$ cat src/rtl/float_to_int.sv
// Pipelined float32 -> int32 converter: unpack/classify, align, round/saturate.
// Define FLOAT_TO_INT_FLAGS_EN to add the {invalid, inexact} flags output.
module float_to_int #(
  parameter logic [31:0] NAN_RESULT = 32'h80000000,
  parameter logic [31:0] POS_SAT    = 32'h7fffffff,
  parameter logic [31:0] NEG_SAT    = 32'h80000000
) (
  input  logic        clk,
  input  logic        reset,
  input  logic        inValid,
  output logic        inReady,
  input  logic [31:0] a,
  input  logic [1:0]  roundMode,
  output logic        outValid,
  input  logic        outReady,
`ifdef FLOAT_TO_INT_FLAGS_EN
  output logic [1:0]  flags,
`endif
  output logic [31:0] result
);

  localparam int STAGES = 3;

  typedef struct packed {
    logic        sign;
    logic [7:0]  exp;
    logic [23:0] mant;
    logic [1:0]  rm;
    logic        is_nan;
    logic        is_inf;
    logic        is_zero;
  } s1_t;

  typedef struct packed {
    logic        sign;
    logic [1:0]  rm;
    logic [31:0] mag;
    logic        guard;
    logic        sticky;
    logic        ovf;
    logic        is_nan;
    logic        is_inf;
    logic        is_zero;
  } s2_t;

  logic              adv;
  logic [STAGES:0]   vld_pipe;
  logic [STAGES:1]   vld_d, vld_q;
  s1_t               s1_d, s1_q;
  s2_t               s2_d, s2_q;
  logic [31:0]       result_d, result_q;

  // Whole pipe moves together; any stall at the output freezes every stage.
  assign vld_pipe = {vld_q, inValid};
  assign outValid = vld_pipe[STAGES];
  assign adv      = !outValid || outReady;
  assign inReady  = adv;
  assign result   = result_q;

  always_comb begin
    vld_d = vld_q;
    if (adv) vld_d = vld_pipe[STAGES-1:0];
  end

  // S1: unpack and classify
  always_comb begin
    s1_d = s1_q;
    if (adv) begin
      s1_d.sign    = a[31];
      s1_d.exp     = a[30:23];
      s1_d.mant    = {|a[30:23], a[22:0]};
      s1_d.rm      = roundMode;
      s1_d.is_nan  = (&a[30:23]) && (|a[22:0]);
      s1_d.is_inf  = (&a[30:23]) && !(|a[22:0]);
      s1_d.is_zero = !(|a[30:0]);
    end
  end

  // S2: align to an integer magnitude plus guard/sticky
  logic [3:0]  lsh;
  logic [7:0]  rsh;
  logic [4:0]  rsh_c;
  logic [49:0] ext;

  always_comb begin
    s2_d  = s2_q;
    lsh   = 4'(s1_q.exp - 8'd150);
    rsh   = 8'd150 - s1_q.exp;
    // Clamping at 26 leaves mag=0, guard=0 and the whole mantissa in sticky.
    rsh_c = (rsh > 8'd26) ? 5'd26 : rsh[4:0];
    ext   = {s1_q.mant, 26'b0} >> rsh_c;
    if (adv) begin
      s2_d.sign    = s1_q.sign;
      s2_d.rm      = s1_q.rm;
      s2_d.is_nan  = s1_q.is_nan;
      s2_d.is_inf  = s1_q.is_inf;
      s2_d.is_zero = s1_q.is_zero;
      s2_d.mag     = '0;
      s2_d.guard   = 1'b0;
      s2_d.sticky  = 1'b0;
      s2_d.ovf     = 1'b0;
      // A shift of exactly 8 still fits in 32 bits, so -2^31 survives unsaturated.
      if (s1_q.exp > 8'd158) begin
        s2_d.ovf = 1'b1;
      end else if (s1_q.exp >= 8'd150) begin
        s2_d.mag = {8'b0, s1_q.mant} << lsh;
      end else begin
        s2_d.mag    = {8'b0, ext[49:26]};
        s2_d.guard  = ext[25];
        s2_d.sticky = |ext[24:0];
      end
    end
  end

  // S3: round, apply sign, saturate
  logic        inexact_c;
  logic        inc_c;
  logic        over_c;
  logic [32:0] magp_c;
  logic [31:0] res_c;

  always_comb begin
    inexact_c = s2_q.guard | s2_q.sticky;
    inc_c     = 1'b0;
    case (s2_q.rm)
      2'b00:   inc_c = s2_q.guard & (s2_q.sticky | s2_q.mag[0]);
      2'b01:   inc_c = 1'b0;
      2'b10:   inc_c = !s2_q.sign & inexact_c;
      default: inc_c = s2_q.sign & inexact_c;
    endcase
    magp_c = {1'b0, s2_q.mag} + 33'(inc_c);
    over_c = s2_q.ovf || (s2_q.sign ? (magp_c > 33'h080000000)
                                    : (magp_c > 33'h07fffffff));
    if (s2_q.is_nan)                    res_c = NAN_RESULT;
    else if (s2_q.is_inf || over_c)     res_c = s2_q.sign ? NEG_SAT : POS_SAT;
    else if (s2_q.is_zero)              res_c = '0;
    else if (s2_q.sign)                 res_c = 32'd0 - magp_c[31:0];
    else                                res_c = magp_c[31:0];
    result_d = adv ? res_c : result_q;
  end

  always_ff @(posedge clk or negedge reset) begin
    if (!reset) begin
      vld_q    <= '0;
      s1_q     <= '0;
      s2_q     <= '0;
      result_q <= '0;
    end else begin
      vld_q    <= vld_d;
      s1_q     <= s1_d;
      s2_q     <= s2_d;
      result_q <= result_d;
    end
  end

`ifdef FLOAT_TO_INT_FLAGS_EN
  logic       invalid_c;
  logic [1:0] flags_d, flags_q;

  always_comb begin
    invalid_c = s2_q.is_nan || s2_q.is_inf || over_c;
    flags_d   = flags_q;
    if (adv) flags_d = {invalid_c, inexact_c && !invalid_c};
  end

  always_ff @(posedge clk or negedge reset) begin
    if (!reset) flags_q <= '0;
    else        flags_q <= flags_d;
  end

  assign flags = flags_q;
`endif

endmodule
$ cat config.mk
export PLATFORM = sky130hd
export DESIGN_NAME = float_to_int
export DESIGN_NICKNAME = d
export VERILOG_FILES = /design/src/rtl/float_to_int.sv
export SDC_FILE = /design/constraint.sdc
export NUM_CORES = 1
export LEC_CHECK = 0
export ABC_AREA = 1
export BUFFER_PORTS_ARGS = -buffer_cell sky130_fd_sc_hd__buf_2
export CORE_MARGIN = 4
export CORE_UTILIZATION = 62
export CTS_CLUSTER_DIAMETER = 80
export DETAILED_ROUTE_END_ITERATION = 7
export MAX_ROUTING_LAYER = met4
export PLACE_DENSITY = 0.87
export SETUP_SLACK_MARGIN = 0.4
export SYNTH_ARGS = -nofsm -noshare
export SYNTH_HDL_FRONTEND = slang
export SYNTH_SLANG_ARGS = --single-unit
$ cat constraint.sdc
create_clock -name clk -period 5.5 [get_ports clk]
set_clock_uncertainty 0.2 [all_clocks]
set_input_delay 1.1 -clock clk [delete_from_list [all_inputs] [get_ports clk]]
set_output_delay 1.1 -clock clk [all_outputs]
set_load 0.02 [all_outputs]
==> impl_summary.txt <==
----------------------------------------------------
[Run status]
  Status ... finished, final reports clean

[Clock network]
  Clock insertion delay at the later pin of the skew report ... approximately 430 ps
  Clock tree from TritonCTS ... built
  Bufs on Longest Clock Path ... 2
  Post-CTS setup buffer count ... 0
  CTS HTree Levels ... 4
  Cts bufs inserted ... 17
  Library cell used as clock root buffer ... sky130_fd_sc_hd__clkbuf_16
  Number of sinks on the clock net ... 114
  Reg clk slew, reported paths ... 60 ps

[Timing]
  Smallest setup slack after layout ... 748.8 ps
  Min Clock Period, post-route ... roughly 4800 ps
  Final setup vio count ... 0
  Transition time at the pin with the least slew margin ... 1027 ps
  Relative slew slack ... 0.3131
  Total negative slack ... 0 ps
  Total count of max-transition violations in the final report ... 0
  Highest clock rate ... about 210 MHz
  Number of hold violations in the final report ... 0
  Period utilisation layout ... 0.8639
  Unrepaired setup endpoints after global routing ... no

[Synthesis]
  Most instantiated flip-flop cell in the synthesis netlist ... sky130_fd_sc_hd__dfrtp_1
  Mux share of post-synthesis cell area ... 0.01880
  Dominant combinational cell family by area after synthesis ... simple AND/OR/NAND/NOR gates
  Synthesized-area fraction occupied by ao, oa, aoi and oai cells ... 0.1446
  Share of synthesized cell area in full adder, half adder and majority cells ... 0.01175
  Post-synthesis async set-or-reset flop share ... 1.000
  Portion of the post-synthesis area used by sequential elements ... 0.2977
  Area share of xor/xnor cells in the synthesized design ... 0.02442
  Post-synth EDFFs ... 0
  FF+latch count, synth ... 114
  Average size of a mapped cell ... between 6 and 7 µm²
  Syn Inst Count ... 1557
  Simple-gate portion of the synthesized area ... 0.4053
  Post-synth design cell area ... 0.009582 mm²
  Count of distinct cell types in the synthesized netlist ... 47
  Post-Syn Nets ... between 1.5k and 2k
  Yosys warnings ... 0

[Routing]
  Amount of wire on met3 after detailed routing ... 1.890 mm
  Via count normalized by instance count ... 5.945
  Wire length per cell after detailed routing ... 16.79 µm
  Detailed-route wire length ... 29.87 mm
  Number of design rule violations left after detail routing ... 0
  WL met1 ... 11.81 mm
  Number of DRC violations after detailed-routing iteration 0 ... 1063
  Remaining antenna violation count ... 0
  DR WL met2 ... roughly 14 mm
  Count of TritonRoute iterations in the first routing pass ... 7
  Top routing layer in use ... met4
  Total vias in the final route ... 10.58k

[Placed design]
  Worst setup slack after placement ... 800.4 ps
  Routability congestion estimate ... around 1.1
  Number of buffers inserted by port buffering ... 71
  Half-perimeter wire length of the detailed placement result ... ~22 mm

[Min path]
  Worst min-delay path category ... flop to flop

[Global route]
  Global route overflow ... 0
  Vias in the first global route ... approximately 9.6k
  Global-route wire length before repair ... approximately 48 mm
  Maximum number of pins on one net before global-route repair ... 92
  Total routing resource utilization after global routing ... 0.3482
  Number of antenna violations at the first check in global routing ... 0

[Critical path]
  Kind of start point of the critical path ... flop
  Data required time of the worst path ... 5610 ps
  Most frequent cell on the critical path ... sky130_fd_sc_hd__nand2_1
  CP Buf/Inv Count ... 4
  Type of the setup path with the least slack ... flop to flop
  Largest incremental delay on the critical path ... 500 ps
  Data arrival, critical path ... ~4900 ps
  Critical Path Sink Type ... flop
  Cells traversed along the worst timing path ... clkinv_1 -> o21ai_0 -> o21ai_0 -> ha_1 -> ha_1 -> inv_1 -> ha_1 -> inv_1 -> nor3_2 -> nand2_1 -> nor2_2 -> nand3_2 -> nor2_2 -> nand2_1 -> nor3_2 -> nand4_1 -> nand2_1 -> inv_1 -> nor2_4 -> o21ai_0 -> nand2_1 -> nand2_1
  Critical Path Slowest Stage Cell ... sky130_fd_sc_hd__nor2_4
  Largest fanout of any net on the critical path ... 32
  Category of cells accounting for the largest share of critical-path delay ... simple AND/OR/NAND/NOR gates

[Power]
  Combinational cell fraction of total power ... 0.581
  Internal cell power ... 0.002902 W
  Overall power after layout ... ~0.0061 W
  Clock network power share ... 0.187
  Switching Share ... 0.5230
  Standby leakage power ... 5.318 nW
  Power per cell area ... 577.0 mW/mm²
  Sequential Power Share ... 0.232
  IR Drop Worst-Case VDD ... between 0.2 and 0.3 mV
  Net switching component of the power ... 0.003181 W

[Floorplanning]
  Standard-cell row count ... 45
  DIE WIDTH ... 132.3 µm
  Core area ... between 0.015 and 0.02 mm²
  Die Ht ... 132.3 µm
  I/O pin count ... 72
  Starting utilization of the core area ... 0.6326
  Die Area ... about 0.018 mm²

[Final layout]
  Nets@finish ... between 1.5k and 2k
  Most common library cell in the layout ignoring fill and taps ... sky130_fd_sc_hd__nand2_1
  Share of the core filled with cells in the final layout ... 0.6961
  Area grow syn2layout ... 10.03%
  Proportion of layout cells with a drive suffix above 1 ... 0.09931
  Most frequent cells in the layout ... 532 x sky130_fd_sc_hd__nand2_1, 175 x sky130_fd_sc_hd__nand3_1, 160 x sky130_fd_sc_hd__o21ai_0
  Number of fill cells ... 1343
  Antenna fix cells ... 0

[Flow run]
  Total of max-cap violations ... 0

----------------------------------------------------
cells by family (layout without fill, tap and decap cells):
kind of cell	Yosys count	after routing
mux	18	18
xor+xnor	25	25
buf+inv	237	271
compound gates	254	254
simple gates	900	900
flops	114	114
fa+ha+maj	9	9
layout make-up:
| cell class | count | area, µm² | share of cell area |
|---|---|---|---|
| clock buffer | 18 | 439.2 | 0.04166 |
| tap | 188 | 235.2 | 0.02231 |
| multi-input combinational | 1206 | 5808 | 0.5509 |
| timing repair buffer | 84 | 455.4 | 0.04320 |
| sequential | 114 | 2854 | 0.2707 |
| inverter | 155 | 581.8 | 0.05519 |
| clock inverter | 14 | 168.9 | 0.01602 |
synthesized netlist by cell type (11+ instances only):
cell	number	area, µm²
sky130_fd_sc_hd__nor3_1	21	105.1
sky130_fd_sc_hd__clkbuf_1	59	221.5
sky130_fd_sc_hd__o21ai_0	160	800.8
sky130_fd_sc_hd__mux2i_1	18	180.2
sky130_fd_sc_hd__nand4_1	41	256.5
sky130_fd_sc_hd__a21oi_1	43	215.2
sky130_fd_sc_hd__buf_2	14	70.07
sky130_fd_sc_hd__o22ai_1	11	68.82
sky130_fd_sc_hd__xor2_1	22	192.7
sky130_fd_sc_hd__nand2_1	532	1997
sky130_fd_sc_hd__nand3_1	176	880.8
sky130_fd_sc_hd__nor2_1	90	337.8
sky130_fd_sc_hd__nor4_1	12	75.07
sky130_fd_sc_hd__inv_1	140	525.5
sky130_fd_sc_hd__dfrtp_1	114	2853
worst paths after layout:
kind                       slack [ps]            startpoint  depth (start not counted)                      to
setup / recovery                  750  s2_q[40]$_DFFE_PN0P_                         22  result[22]$_DFFE_PN0P_
hold / removal                    270  vld_q[2]$_DFFE_PN0P_                          1    vld_q[3]$_DFFE_PN0P_
setup reg to reg                  750  s2_q[40]$_DFFE_PN0P_                         22  result[22]$_DFFE_PN0P_
hold reg to reg                   270  vld_q[2]$_DFFE_PN0P_                          1    vld_q[3]$_DFFE_PN0P_
max in group asynchronous        3440                 reset                          2    s1_q[29]$_DFFE_PN0P_
min in group asynchronous         610                 reset                          1  result[30]$_DFFE_PN0P_
flip-flops by register name (all words and copies together) (netlist names):
register	cells
s1_q	38
s2_q	41
vld_q	3
result	32
per-stage QoR:
| step | hold slack [ps] | instances | cell area [µm²] |
|---|---|---|---|
| 2_1_floorplan | 240.0 | 1557 | 9582 |
| 4_1_cts | 269.7 | 1779 | 10540 |
| 6_report | 266.8 | 1779 | 10540 |
| 3_3_place_gp | 255.2 | 1747 | 9930 |
| 5_1_grt | 285.0 | 1779 | 10540 |
| 3_5_place_dp | 260.2 | 1747 | 9930 |
layer usage:
metal  global-route usage  vias to the layer above
li1                     -                     5185
met1               0.4100                     4759
met2               0.5830                      516
met3              0.04771                      116
met4               0.1807                        0
met5                    -                        -
power by group through the flow:
stage	sequential, W	combinational [W]	clock (W)
5_1_grt	0.00145	0.00394	0.00119
2_1_floorplan	0.00149	0.00249	0
6_report	0.00141	0.00354	0.00114
3_5_place_dp	0.00141	0.00343	0
4_1_cts	0.00140	0.00347	0.00114
3_3_place_gp	0.00140	0.00338	0
what timing repair did:
item | CTS | global route
setup endpoints to repair | 0 | 18
hold buffers | 0 | 0
resized for setup | 0 | 1
(Power assumes the default switching activity.)
